===== config.mk =====
export PLATFORM = sky130hd
export DESIGN_NAME = inst_fetch_unit
export DESIGN_NICKNAME = d
export VERILOG_FILES = /design/src/rtl/inst_fetch_unit.sv
export SDC_FILE = /design/constraint.sdc
export NUM_CORES = 1
export LEC_CHECK = 0
export CAP_MARGIN = 20
export CELL_PAD_IN_SITES_DETAIL_PLACEMENT = 1
export CELL_PAD_IN_SITES_GLOBAL_PLACEMENT = 2
export CORE_MARGIN = 2
export CORE_UTILIZATION = 28
export CTS_CLUSTER_DIAMETER = 80
export DETAILED_ROUTE_END_ITERATION = 8
export PLACE_DENSITY = 0.9
export SYNTH_ARGS = -nofsm -noshare
export SYNTH_HDL_FRONTEND = slang
export SYNTH_SLANG_ARGS = --single-unit

===== constraint.sdc =====
create_clock -name clk -period 3.4 [get_ports clk]
set_input_delay 0.34 -clock clk [delete_from_list [all_inputs] [get_ports clk]]
set_output_delay 0.34 -clock clk [all_outputs]
set_load 0.005 [all_outputs]

===== src/rtl/inst_fetch_unit.sv =====
// Instruction fetch stage: IDLE/RUN/HALT sequencer driving the PC, ROM address and IF/ID register.
// One-edge fetch latency; Stall holds PC and IF/ID, Jump/Branch redirect overrides Stall and inserts a bubble.
module inst_fetch_unit #(
    parameter logic [31:0] RESET_PC = 32'h00000000,
    parameter int          CNT_W    = 32
) (
    input  logic             clk,
    input  logic             rst_n,
    input  logic             Start,
    input  logic             HaltReq,
    input  logic             Stall,
    input  logic             Jump,
    input  logic [25:0]      JIndex,
    input  logic             Branch,
    input  logic [15:0]      BrImm,
    input  logic [31:0]      IdPC4,
    output logic [31:0]      Addr,
    input  logic [31:0]      INST,
    output logic [31:0]      IF_ID_INST,
    output logic [31:0]      IF_ID_PC4,
    output logic             IF_ID_Valid,
    output logic [1:0]       State,
    output logic [CNT_W-1:0] FetchCnt
);

    typedef enum logic [1:0] {
        IDLE = 2'b00,
        RUN  = 2'b01,
        HALT = 2'b10
    } state_t;

    state_t             state_q, state_d;
    logic [31:0]        pc_q, pc_d;
    logic [31:0]        inst_q, inst_d;
    logic [31:0]        pc4_q, pc4_d;
    logic               vld_q, vld_d;
    logic [CNT_W-1:0]   cnt_q, cnt_d;

    logic [31:0]        pc_plus4;
    logic [31:0]        jmp_target;
    logic [31:0]        br_target;

    assign pc_plus4   = pc_q + 32'd4;
    assign jmp_target = {IdPC4[31:28], JIndex, 2'b00};
    assign br_target  = IdPC4 + {{14{BrImm[15]}}, BrImm, 2'b00};

    always_comb begin
        state_d = state_q;
        pc_d    = pc_q;
        inst_d  = inst_q;
        pc4_d   = pc4_q;
        vld_d   = vld_q;
        cnt_d   = cnt_q;
        case (state_q)
            IDLE: begin
                if (Start) begin
                    state_d = HaltReq ? HALT : RUN;
                end
            end
            RUN: begin
                if (HaltReq) begin
                    state_d = HALT;
                end
                // A redirect still lands even on the halting cycle; halting alone freezes the PC.
                if (Jump || Branch) begin
                    pc_d   = Jump ? jmp_target : br_target;
                    inst_d = 32'd0;
                    pc4_d  = 32'd0;
                    vld_d  = 1'b0;
                end else if (HaltReq) begin
                    inst_d = 32'd0;
                    pc4_d  = 32'd0;
                    vld_d  = 1'b0;
                end else if (!Stall) begin
                    pc_d   = pc_plus4;
                    inst_d = INST;
                    pc4_d  = pc_plus4;
                    vld_d  = 1'b1;
                    cnt_d  = cnt_q + CNT_W'(1);
                end
            end
            HALT: begin
                inst_d = 32'd0;
                pc4_d  = 32'd0;
                vld_d  = 1'b0;
            end
            default: begin
                state_d = IDLE;
            end
        endcase
    end

    always_ff @(posedge clk or negedge rst_n) begin
        if (!rst_n) begin
            state_q <= IDLE;
            pc_q    <= RESET_PC;
            inst_q  <= 32'd0;
            pc4_q   <= 32'd0;
            vld_q   <= 1'b0;
            cnt_q   <= '0;
        end else begin
            state_q <= state_d;
            pc_q    <= pc_d;
            inst_q  <= inst_d;
            pc4_q   <= pc4_d;
            vld_q   <= vld_d;
            cnt_q   <= cnt_d;
        end
    end

    assign Addr        = pc_q;
    assign IF_ID_INST  = inst_q;
    assign IF_ID_PC4   = pc4_q;
    assign IF_ID_Valid = vld_q;
    assign State       = state_q;
    assign FetchCnt    = cnt_q;

endmodule

* Word level (Yosys, flattened, before mapping)
Cells that the tools add are included.
** Storage, ports and cells
- Output and inout bits :: 131
- Logic and storage cells :: 46
- Input port bits :: 113
- Bits in registers :: 131
** Cells by class
- Multiplexer cells :: 19
- Equality and inequality tests :: 7
- Add/subtract/negate cells :: 3
- Reduce and logical (&&, ||, !) cells :: 7
- Bitwise operators :: 4
** Operators by type and width (number)
- $mux W32 :: 9
- $pmux W32 S2 :: 2
- $add A32 B1 Y32 const B :: 1
- $add A32 B3 Y32 const B :: 1
- $add A32 B32 Y32 :: 1
- $mux W2 :: 3
- $pmux W2 S3 :: 1
- $reduce_and A3 Y1 :: 2
- $ne A2 B1 Y1 const B :: 2
- $ne A2 B2 Y1 const B :: 2
- $ne A4 B4 Y1 const B :: 1
- $not A1 Y1 :: 4
- $reduce_and A4 Y1 :: 1
- $mux W1 :: 3
- $eq A2 B1 Y1 const B :: 1
- $eq A2 B2 Y1 const B :: 1
- $logic_not A2 Y1 :: 1
- $pmux W1 S2 :: 1
- $reduce_and A2 Y1 :: 1
- $reduce_bool A2 Y1 :: 1
- $logic_or A1 B1 Y1 :: 1

* Depth between registers and ports, before layout
- Depth after elaboration :: 5
- Mapped depth :: 11
- Mapped depth without buffers :: 10

* Worst setup path before layout
OpenSTA, ideal clock, no wires.
- Kind :: input to register
- From :: in BrImm[0]
- To :: reg pc_q[16], in the netlist Addr[16]
- Required time :: 3.274 ns
- Library setup time :: 0.126 ns
- Cell stages on the path :: 10
- Buffers on the path :: 0
- Data arrival time :: 2.392 ns
- Slack :: 0.882 ns
- Cells stage by stage :: ha_1 > fa_1 > a211oi_1 > o21ai_0 > o21ai_0 > nand2_1 > o21ai_0 > xor2_1 > mux2i_1 > a221o_1
** Between the ends
- Word-level cells in the longest chain between the ends :: 3
** RTL lines
- start: declaration :: RTL line 15 : input logic [15:0] BrImm,
- $add A32 B32 Y32 :: RTL line 45 : assign br_target = IdPC4 + {{14{BrImm[15]}}, BrImm, 2'b00};
- $mux W32 :: RTL line 66 : pc_d = Jump ? jmp_target : br_target;
- $mux W32 :: RTL line 65 : if (Jump || Branch) begin
- end signal: assignment :: RTL line 103 : pc_q <= pc_d;
- end: declaration :: RTL line 33 : logic [31:0] pc_q, pc_d;
No other way between the ends.
A chain may end at the register's enable or synchronous reset.

* Worst setup path after layout
Same ends and word-level chain as after synthesis.

==> metrics.txt <==
status finished, final reports clean; RSZ-0062 raised after global routing no; Tightest Pin Transition 924 ps; first-pass GRT wire length 44500 microns; Max VDD drop 303 uV; core area 27000 sq um; Reg clk slew, reported paths 60 ps; clock latency on the worst-skew pair 420 ps; Critical Path Max Stage Delay 440 ps; area of the multi-input gates 4230 sq um; Hold Vio Cnt, Final 0; YS warnings 0; initial antenna violation count 0; layout cells sized above 1 0.0636; Mean Syn Cell Area 9.10 sq um; Hold Crit Class reg -> reg; Critical-path top delay cell fa_1; vias per inst 5.13; CTS Root Cell clkbuf_16; setup TNS 0 ps; vias in the first global route 7844; dpl hpwl 21800 microns; Cells after DPL 1409; routed vias 7403; final period utilization 0.834; post-layout power 7.14 mW; global-route congestion overflow total 0; CTS sink cnt 131; dpl ws 65.4 ps; Max FO, Critical Path 3; sequential share of the synthesized area 0.424; worst-case reg-to-reg path depth 8; total CTS buffers 17; HP Start FetchCnt[31]$_DFFE_PN0P_; CTS resizes 0; max cap viols 0; total wire length 28100 microns; Post-CTS Setup Repair Bufs 0; Initial Util 0.286; WL per Instance 19.5 microns; Synth top cells by count 131 x dfrtp_1, 105 x nand2_1, 75 x o21ai_0, 63 x nor2_1, 55 x a21oi_1; top cell family by delay on the critical path compound AO/OA/AOI/OAI gates; die area 28900 sq um; Yosys reg bits 131; async set or reset register ratio after synthesis 1.00; Crit Path Class in -> reg; cell mode on critical path o21ai_0; r2r setup slk 600 ps; Net Count, Synth 997; Routed Antenna Nets 0; CTS H-tree lvls 4; hold slack 468 ps; WHS Endpoint FetchCnt[31]$_DFFE_PN0P_; Max clock buf depth 2; Critical Path RT 3710 ps; die height 170 microns; top-count cell post-synth dfrtp_1; TritonCTS clock tree built; Area contributors post-synth dfrtp_1 42%, ha_1 5.5%, xnor2_1 5.3%, nand2_1 5.1%, o21ai_0 4.9%; max_slew headroom 0.382; fin. max-slew vios 0; n_diodes 0; mapped cell area 7730 sq um; Seq. cell area 3280 sq um; hold depth 1; pwr dens 634 nW/um^2; Worst Path Arrival 3140 ps; FP Rows 60; # IOs 244; I/O Buffers 243; Iteration-0 DRC Markers 306; top achievable clock speed 0.353 GHz; chip width 170 microns; drt drc 0; Cell variety after synth 64; Cells after Synth 849; crit-path cells clkdlybuf4s50_1 > ha_1 > fa_1 > a211oi_1 > o21ai_0 > o21ai_0 > nand2_1 > o21ai_0 > xor2_1 > mux2i_1 > a221o_1; cell taking the most area after synthesis dfrtp_1; Min Clock Period, post-route 2840 ps; Critical Path Start Type primary input; Area growth, synth to finish 45.8%; # fillers 3088; pin count of the biggest net entering global routing 71; Final nets 1236; worst setup margin 563 ps; count of flip-flops with a built-in enable after synthesis 0; R2R Path End Addr[26]$_DFFE_PN0P_; crit end category flop; Yosys top cell area share 0.424; # setup viols final 0; Hold Buf Count CTS 1; global placer's final weighted congestion 0.875; CP bufs+invs 1; Tot GR Track Use 0.196; Detailed Routing Iterations Pass 1 4; P_leak 4.74 nW; Top FF cell, synth dfrtp_1; fin cells 1442; clock skew 10.9 ps; worst reg2reg startpoint Addr[2]$_DFFE_PN0P_
## per-layer routing
metal / global-route usage / part of all wire
met2: 0.338 / 0.48
met1: 0.250 / 0.45
met4: 0.0505 / 0.015
met5: 0 / 0
met3: 0.0416 / 0.059
## power breakdown
| group | internal [mW] | leakage, nW | total [mW] | switching [mW] |
|---|---|---|---|---|
| Clock | 1.31 | 0.310 | 2.05 | 0.738 |
| Combinational | 1.38 | 2.68 | 2.67 | 1.29 |
| Sequential | 1.95 | 1.75 | 2.43 | 0.474 |
## logic make-up (layout without fill, tap and decap cells)
group | Yosys count | in the layout | synth area share
and+or+nand+nor | 277 | 277 | 0.170
AOI/OAI and AO/OA | 256 | 256 | 0.215
DFF | 131 | 131 | 0.424
xor gates and xnor gates | 83 | 83 | 0.0941
buffers and inverters | 61 | 313 | 0.0312
adders and majority gates | 35 | 35 | 0.0576
muxes | 6 | 6 | 0.00810
## per-stage QoR
step,util,cell area (sq um)
finish,0.417,11300
global route,0.417,11300
CTS,0.417,11300
detailed placement,0.392,10600
global placement,0.392,10600
floorplan,-,7730
## state kept, by name, summed over array words and instances (netlist names)
signal,flops
State,2
FetchCnt,32
IF_ID_Valid,1
Addr,32
IF_ID_PC4,32
IF_ID_INST,32
## cell usage in the layout (no fill, tap or decap), types with 4 or more instances in the layout
cell type / count
a21o_1: 12
and3_1: 19
buf_4: 21
nor2b_1: 6
a211oi_1: 7
a21oi_1: 55
or3_1: 4
nand3_1: 31
xor2_1: 36
a221oi_1: 4
bufinv_16: 5
dfrtp_1: 131
nor2_1: 63
ha_1: 34
nor3_1: 10
o22ai_1: 7
clkdlybuf4s50_1: 242
clkinv_4: 4
a22o_1: 40
mux2i_1: 4
o21bai_1: 4
nand4_1: 17
o21ai_0: 74
o21a_1: 4
nand2_1: 105
o221ai_1: 7
a31oi_1: 9
o211ai_1: 10
xnor2_1: 47
clkbuf_16: 17
inv_1: 15
## worst max-delay path by stage
| stage | from | endpoint | depth (start not counted) |
|---|---|---|---|
| after global placement | BrImm[0] | Addr[16]$_DFFE_PN0P_ | 11 |
| after CTS | BrImm[0] | Addr[16]$_DFFE_PN0P_ | 11 |
| after global routing | BrImm[0] | Addr[20]$_DFFE_PN0P_ | 11 |
| final | BrImm[0] | Addr[16]$_DFFE_PN0P_ | 11 |
| after detailed placement | BrImm[0] | Addr[16]$_DFFE_PN0P_ | 11 |
| after floorplan | BrImm[0] | Addr[16]$_DFFE_PN0P_ | 10 |
## final cells by class
| cell class | count | area share |
|---|---|---|
| clock buffers | 17 | 0.0378 |
| clock inverters | 15 | 0.0204 |
| inverters | 15 | 0.00500 |
| multi-input cells | 657 | 0.375 |
| flip-flops and latches | 131 | 0.291 |
| well taps | 341 | 0.0379 |
| repair buffers | 266 | 0.233 |
Power figures use the tool's default switching activity.
